<file path="src/rtl/cdc_hs_rx_pkg.sv">
// Shared definitions for the req/ack handshake crossing (receive side).
// The sender side uses the same state encodings.
package cdc_hs_rx_pkg;

  localparam logic [1:0] ST_IDLE = 2'd0;
  localparam logic [1:0] ST_HOLD = 2'd1;
  localparam logic [1:0] ST_ACK  = 2'd2;

  typedef enum logic [1:0] {
    S_IDLE = ST_IDLE,
    S_HOLD = ST_HOLD,
    S_ACK  = ST_ACK
  } rx_state_e;

endpackage

</file>
<file path="src/rtl/cdc_hs_rx_s.sv">
// Two-flop synchronizer. Deliberately has no reset: after reset the
// input is flushed through within two clock edges.
module s #(
  parameter int W = 1
) (
  input  logic         c,
  input  logic [W-1:0] d,
  output logic [W-1:0] q
);

  logic [W-1:0] meta;

  // Two back-to-back flops to resolve metastability on the async input.
  always_ff @(posedge c) begin
    meta <= d;
    q    <= meta;
  end

endmodule

</file>
<file path="src/rtl/cdc_hs_rx.sv">
// Receive side of a four-phase req/ack crossing. Captures the sender's
// held word when synchronized req rises, offers it on valid/ready, then
// acknowledges and waits for req to fall before arming for the next word.
//
//   state  | meaning
//   -------+-----------------------------------------------------------
//   S_IDLE | ack low, waiting for synchronized req to rise
//   S_HOLD | word captured, q_valid high, waiting for consumer
//   S_ACK  | ack high, waiting for synchronized req to fall
module cdc_hs_rx
  import cdc_hs_rx_pkg::*;
#(
  parameter int W  = 32,
  parameter int CW = 16
) (
  input  logic          c,
  input  logic          rst,
  input  logic          req,
  input  logic [W-1:0]  d,
  output logic          ack,
  output logic [W-1:0]  q,
  output logic          q_valid,
  input  logic          q_ready,
  output logic          err,
  input  logic          err_clr,
  output logic [CW-1:0] xfer_cnt
);

  logic      req_s;
  rx_state_e state;
  rx_state_e state_nxt;
  logic      capture;
  logic      accept;
  logic      release_ack;
  logic      err_set;

  s #(.W(1)) u_req_sync (
    .c (c),
    .d (req),
    .q (req_s)
  );

  // State register.
  always_ff @(posedge c or posedge rst) begin
    if (rst) begin
      state <= S_IDLE;
    end else begin
      state <= state_nxt;
    end
  end

  // Next state and single-cycle datapath strobes.
  always_comb begin
    state_nxt   = state;
    capture     = 1'b0;
    accept      = 1'b0;
    release_ack = 1'b0;
    err_set     = 1'b0;
    case (state)
      S_IDLE: begin
        if (req_s) begin
          capture   = 1'b1;
          state_nxt = S_HOLD;
        end
      end
      S_HOLD: begin
        // Sender dropped req before seeing ack; flag it but still finish.
        err_set = ~req_s;
        // q_valid is always high here, so q_ready alone completes the accept.
        if (q_ready) begin
          accept    = 1'b1;
          state_nxt = S_ACK;
        end
      end
      S_ACK: begin
        if (!req_s) begin
          release_ack = 1'b1;
          state_nxt   = S_IDLE;
        end
      end
      default: begin
        state_nxt = S_IDLE;
      end
    endcase
  end

  // Capture register, handshake outputs and transfer counter.
  always_ff @(posedge c or posedge rst) begin
    if (rst) begin
      q        <= '0;
      q_valid  <= 1'b0;
      ack      <= 1'b0;
      xfer_cnt <= '0;
    end else begin
      if (capture) begin
        q       <= d;
        q_valid <= 1'b1;
      end else if (accept) begin
        q_valid <= 1'b0;
      end
      if (accept) begin
        ack      <= 1'b1;
        xfer_cnt <= xfer_cnt + CW'(1);
      end else if (release_ack) begin
        ack <= 1'b0;
      end
    end
  end

  // Sticky error flag; a fresh error beats a simultaneous clear.
  always_ff @(posedge c or posedge rst) begin
    if (rst) begin
      err <= 1'b0;
    end else if (err_set) begin
      err <= 1'b1;
    end else if (err_clr) begin
      err <= 1'b0;
    end
  end

endmodule

</file>
<file path="config.mk">
export PLATFORM = sky130hd
export DESIGN_NAME = cdc_hs_rx
export DESIGN_NICKNAME = d
export VERILOG_FILES = /design/src/rtl/cdc_hs_rx_pkg.sv /design/src/rtl/cdc_hs_rx_s.sv /design/src/rtl/cdc_hs_rx.sv
export SDC_FILE = /design/constraint.sdc
export NUM_CORES = 1
export LEC_CHECK = 0
export ABC_CLOCK_PERIOD_IN_PS = 1900
export BUFFER_PORTS_ARGS = -buffer_cell sky130_fd_sc_hd__buf_4
export CAP_MARGIN = 20
export CORE_UTILIZATION = 48
export CTS_CLUSTER_SIZE = 24
export DETAILED_ROUTE_END_ITERATION = 6
export GPL_TIMING_DRIVEN = 1
export HOLD_SLACK_MARGIN = 0.05
export PLACE_DENSITY_LB_ADDON = 0.08
export SLEW_MARGIN = 20
export SYNTH_ARGS = -nofsm -noshare
export SYNTH_HDL_FRONTEND = slang
export SYNTH_SLANG_ARGS = --single-unit
</file>
<file path="constraint.sdc">
create_clock -name c -period 1.9 [get_ports c]
set_input_delay 0.19 -clock c [delete_from_list [all_inputs] [get_ports c]]
set_output_delay 0.19 -clock c [all_outputs]
set_load 0.02 [all_outputs]
</file>
# Word-level counts from Yosys, hierarchy flattened
# Cells that the tools add are included.
# word_totals
regBits,55
latch_bits,0
ramBits,0
rom_bits,0
input_bits,37
out_inout_bits,51
wordCells,37
n_memories,0
# op_classes
n_addsub,1
n_mul,0
n_div,0
n_lt_le_gt_ge,0
eq_ne,5
n_shift,0
n_mux,17
n_bitwise,1
reduce_logical,5
# ops
cell,count
"16-bit by 1-bit adder with 16-bit output, second input constant",1
1-bit two-way mux,13
2-bit two-way mux,3
2-bit one-hot mux with 3 select lines,1
2-bit nonzero test,3
"2-bit inequality test, second input constant",2
3-bit AND reduction,1
"2-bit by 1-bit == test with 1-bit output, second input constant",1
"2-bit == test, second input constant",1
2-bit logical NOT,1
"2-bit by 1-bit inequality test with 1-bit output, second input constant",1
1-bit inverter,1

# Depth between registers and ports, before layout
# depth
depth_word,4
mapped_depth,6
depth_no_buf,5

# Modules after synthesis
# Synthesis repeated with hierarchy kept, for this count alone.
# hier_totals
hier_cells,149
area_unflattened_um2,2197.1
# modules_own_cells
module,instances,cells_per_inst,area_each_um2,seq_area_each_um2
cdc_hs_rx,1,147,2157.1,1326.3
s,1,2,40.0,40.0

# Least setup slack after synthesis
# Ideal clock, no wire load.
# synth_timing
path_type,flip-flop to flip-flop
startpoint,reg xfer_cnt[0]
endpoint,reg xfer_cnt[14]
setup_time_ns,0.129
t_arrival_ns,1.366
required_ns,1.771
setup_slack_ns,0.404
stages_incl_launch_ff,6
path_buffers,0
period_less_slack_ns,1.496
path_cell_list,dfrtp_1 > ha_1 > nand2_1 > nor4_4 > nand3_1 > xnor2_1
# synth_between
elab_chain_cells,1
# synth_lines
element,line,rtl
"start, declared",cdc_hs_rx.sv:26,output logic [CW-1:0] xfer_cnt
"start signal, assigned",cdc_hs_rx.sv:103,xfer_cnt <= xfer_cnt + CW'(1);
16-bit by 1-bit adder with 16-bit output,cdc_hs_rx.sv:103,
# No other way between the ends.
# A chain may end at the register's enable or synchronous reset.

# Worst setup path after layout
# layout_timing
startpoint,reg state[0]
endpoint,reg xfer_cnt[14]
# layout_between
elab_chain_cells,2
# layout_lines
element,line,rtl
"start, declared",cdc_hs_rx.sv:30,rx_state_e state;
"start signal, assigned",cdc_hs_rx.sv:48,state <= state_nxt;
2-bit by 1-bit == test with 1-bit output,cdc_hs_rx.sv:59,case (state)
1-bit two-way mux,cdc_hs_rx.sv:59,
# No other way between the ends.

==> impl_metrics.json <==
{
  "syn_inst": 149,
  "hp-class": "input pin to asynchronous set/reset pin",
  "drive_above_1_share": 0.545,
  "grt.busiest_layer": "met2",
  "die_w_um": 69.7,
  "start_util": 0.501,
  "final_cell_mix": "buf_4 (88), dfrtp_1 (53), mux2_2 (31), xor2_1 (8), xnor2_1 (7)",
  "cts_root_buffer": "clkbuf_8",
  "period_share": 0.820,
  "arrival_ns": 1.75,
  "cp-start-kind": "flop",
  "vdd_ir_drop_max_uv": 883,
  "vias_per_cell": 5.05,
  "clock_latency_ns": 0.30,
  "cp_max_fo": 9,
  "fmax_ghz": 0.642,
  "synth_area_per_cell_um2": 14.7,
  "grt_antenna_before_repair": 0,
  "grt_pass1_wl_um": 7280,
  "synth_nets": 187,
  "area_delta_synth_final_pct": 35.5,
  "cp_top_family": "simple AND/OR/NAND/NOR gates",
  "fin_hold_ws_ns": 0.0421,
  "synth_top_area_frac": 0.604,
  "clkTransAtPathRegs_ns": 0.09,
  "worstPathRequired_ns": 2.09,
  "cts_buffers": 5,
  "routed_wl_um": 4120,
  "met1_usage": 0.246,
  "yosys-top-cells-area": "dfrtp_1 (60%), mux2_2 (16%), xor2_1 (3.2%), xnor2_1 (2.8%), buf_6 (2.6%)",
  "path_cells": "nand4b_4 -> nor4_4 -> nand3_1 -> xnor2_1",
  "gr-total-overflow": 0,
  "drv_cap": 0,
  "grtUsageMet2": 0.304,
  "post-cts-setup-buffers": 0,
  "path_class": "flop to flop",
  "dr.first_iter.drc_count": 45,
  "report.final.slew_viol_count": 0,
  "die_area_um2": 4850,
  "multiInputGateArea_um2": 756,
  "fin_tns_setup_ns": 0,
  "report.final.setup_viol": 0,
  "ys_types": 23,
  "wire_per_inst_um": 14.0,
  "cp.depth": 4,
  "grt_max_degree": 54,
  "coreArea_um2": 4380,
  "status": "complete, no violations",
  "dp_cells": 285,
  "vias": 1486,
  "ys_seq_area_frac": 0.622,
  "grt_pass1_vias": 1561,
  "fin_ws_ns": 0.342,
  "antenna-diode-count": 0,
  "critical-path-max-stage-delay_ns": 0.55,
  "die_y_um": 69.7,
  "fin_nets": 279,
  "dp_slack_ns": 0.363,
  "ctsResizeCount": 0,
  "dpl.hpwl_um": 3070,
  "place_congestion": 0.724,
  "post-route-drc-count": 0,
  "final_cells": 294,
  "period_minus_slack_ns": 1.56,
  "pin_count": 88,
  "tightest_slew_ns": 0.650,
  "yosysWarnings": 0,
  "rsz0062_at_grt": "false",
  "netlist_area_um2": 2200,
  "synth_largest_area_cell": "dfrtp_1",
  "port-buffer-count": 87,
  "num_rows": 24,
  "slowest_stage": "dfrtp_1",
  "synth-seq-cells": 55,
  "fillers": 334,
  "final_common_cell": "buf_4",
  "skew_ns": 0.00857,
  "grt_usage": 0.191,
  "power_leakage_nw": 1.49,
  "relSlewSlack": 0.566,
  "crit_buf_inv": 0,
  "cts_buffer_depth": 2,
  "ant_nets": 0,
  "ff_latch_area_um2": 1370,
  "grtUsageMet3": 0.0625,
  "h-tree-depth": 2,
  "power.density_nw_per_um2": 1570,
  "cts_tree": "done",
  "critPathCaptureType": "flop",
  "hold_violations": 0,
  "clock-sinks": 55,
  "drt_pass1_iterations": 4,
  "r2r_cells": 4
}
## path summary, 6_finish.rpt
path                                 start           end  slack, ns
setup reg to reg                  state[0]  xfer_cnt[14]       0.34
min in group c                     err_clr           err       0.08
hold / removal                         rst  xfer_cnt[13]       0.04
hold reg to reg            u_req_sync.meta  u_req_sync.q       0.33
max in group asynchronous              rst           err       1.41
setup / recovery                  state[0]  xfer_cnt[14]       0.34
## kinds of logic after synthesis
logic type,Yosys count,share of synthesized area
adder cells (fa/ha/maj),1,0.00569
XOR/XNOR,15,0.0598
AO/OA/AOI/OAI,7,0.0194
flip-flops,55,0.622
buffers and inverters,10,0.0342
multiplexers,33,0.173
AND/OR/NAND/NOR,28,0.0866
## power by group
group | internal, mW | switching (mW) | leakage (nW)
Sequential | 1.62 | 0.317 | 0.664
Combinational | 1.08 | 1.05 | 0.786
Clock | 0.259 | 0.340 | 0.0422
## tightest hold or removal path, stage by stage
cell	delay (ns)
buf_4	0.11
inv_2	0.03
buf_4	0.51
## synth_stat cells
library cell  instances
a211oi_1              1
a21oi_1               1
and3_1                4
buf_6                 5
dfrtp_1              53
dfxtp_1               2
ha_1                  1
inv_1                 5
mux2_2               31
mux2_4                2
nand2_1               6
nand3_1               6
nand4_1               3
nand4b_4              1
nor2_1                3
nor2b_1               1
nor3_1                2
nor4_4                2
o21ai_0               3
o22ai_1               1
o32ai_1               1
xnor2_1               7
xor2_1                8
## stage by stage
stage	utilization	area, um2	total power, mW
5_1_grt	0.679	2980	4.96
6_report	0.679	2980	4.66
2_1_floorplan	-	2200	3.24
3_5_place_dp	0.658	2890	4.12
3_3_place_gp	0.658	2890	4.04
4_1_cts	0.679	2980	4.73
## registers in the layout (all words and copies together), names as in the netlist
register,count
q,32
xfer_cnt,16
state,2
ack,1
err,1
q_valid,1
u_req_sync.meta,1
u_req_sync.q,1
## layer usage
metal / part of all wire / vias up
met4: 0.017 / 0
met2: 0.48 / 56
li1: - / 696
met1: 0.43 / 728
met5: 0 / -
met3: 0.078 / 6
## layout make-up
cell class,count,area share
Clock inverter,1,0.00168
Inverter,5,0.00630
Clock buffer,7,0.0256
Sequential cell,55,0.459
Timing Repair Buffer,90,0.232
Multi-Input combinational cell,84,0.254
Tap cell,52,0.0218
## timing repair
action	4_1_cts	5_1_grt
setup endpoints to repair	0	0
hold buffers	1	0
hold endpoints to repair	1	0
Power figures use the tool's default switching activity.
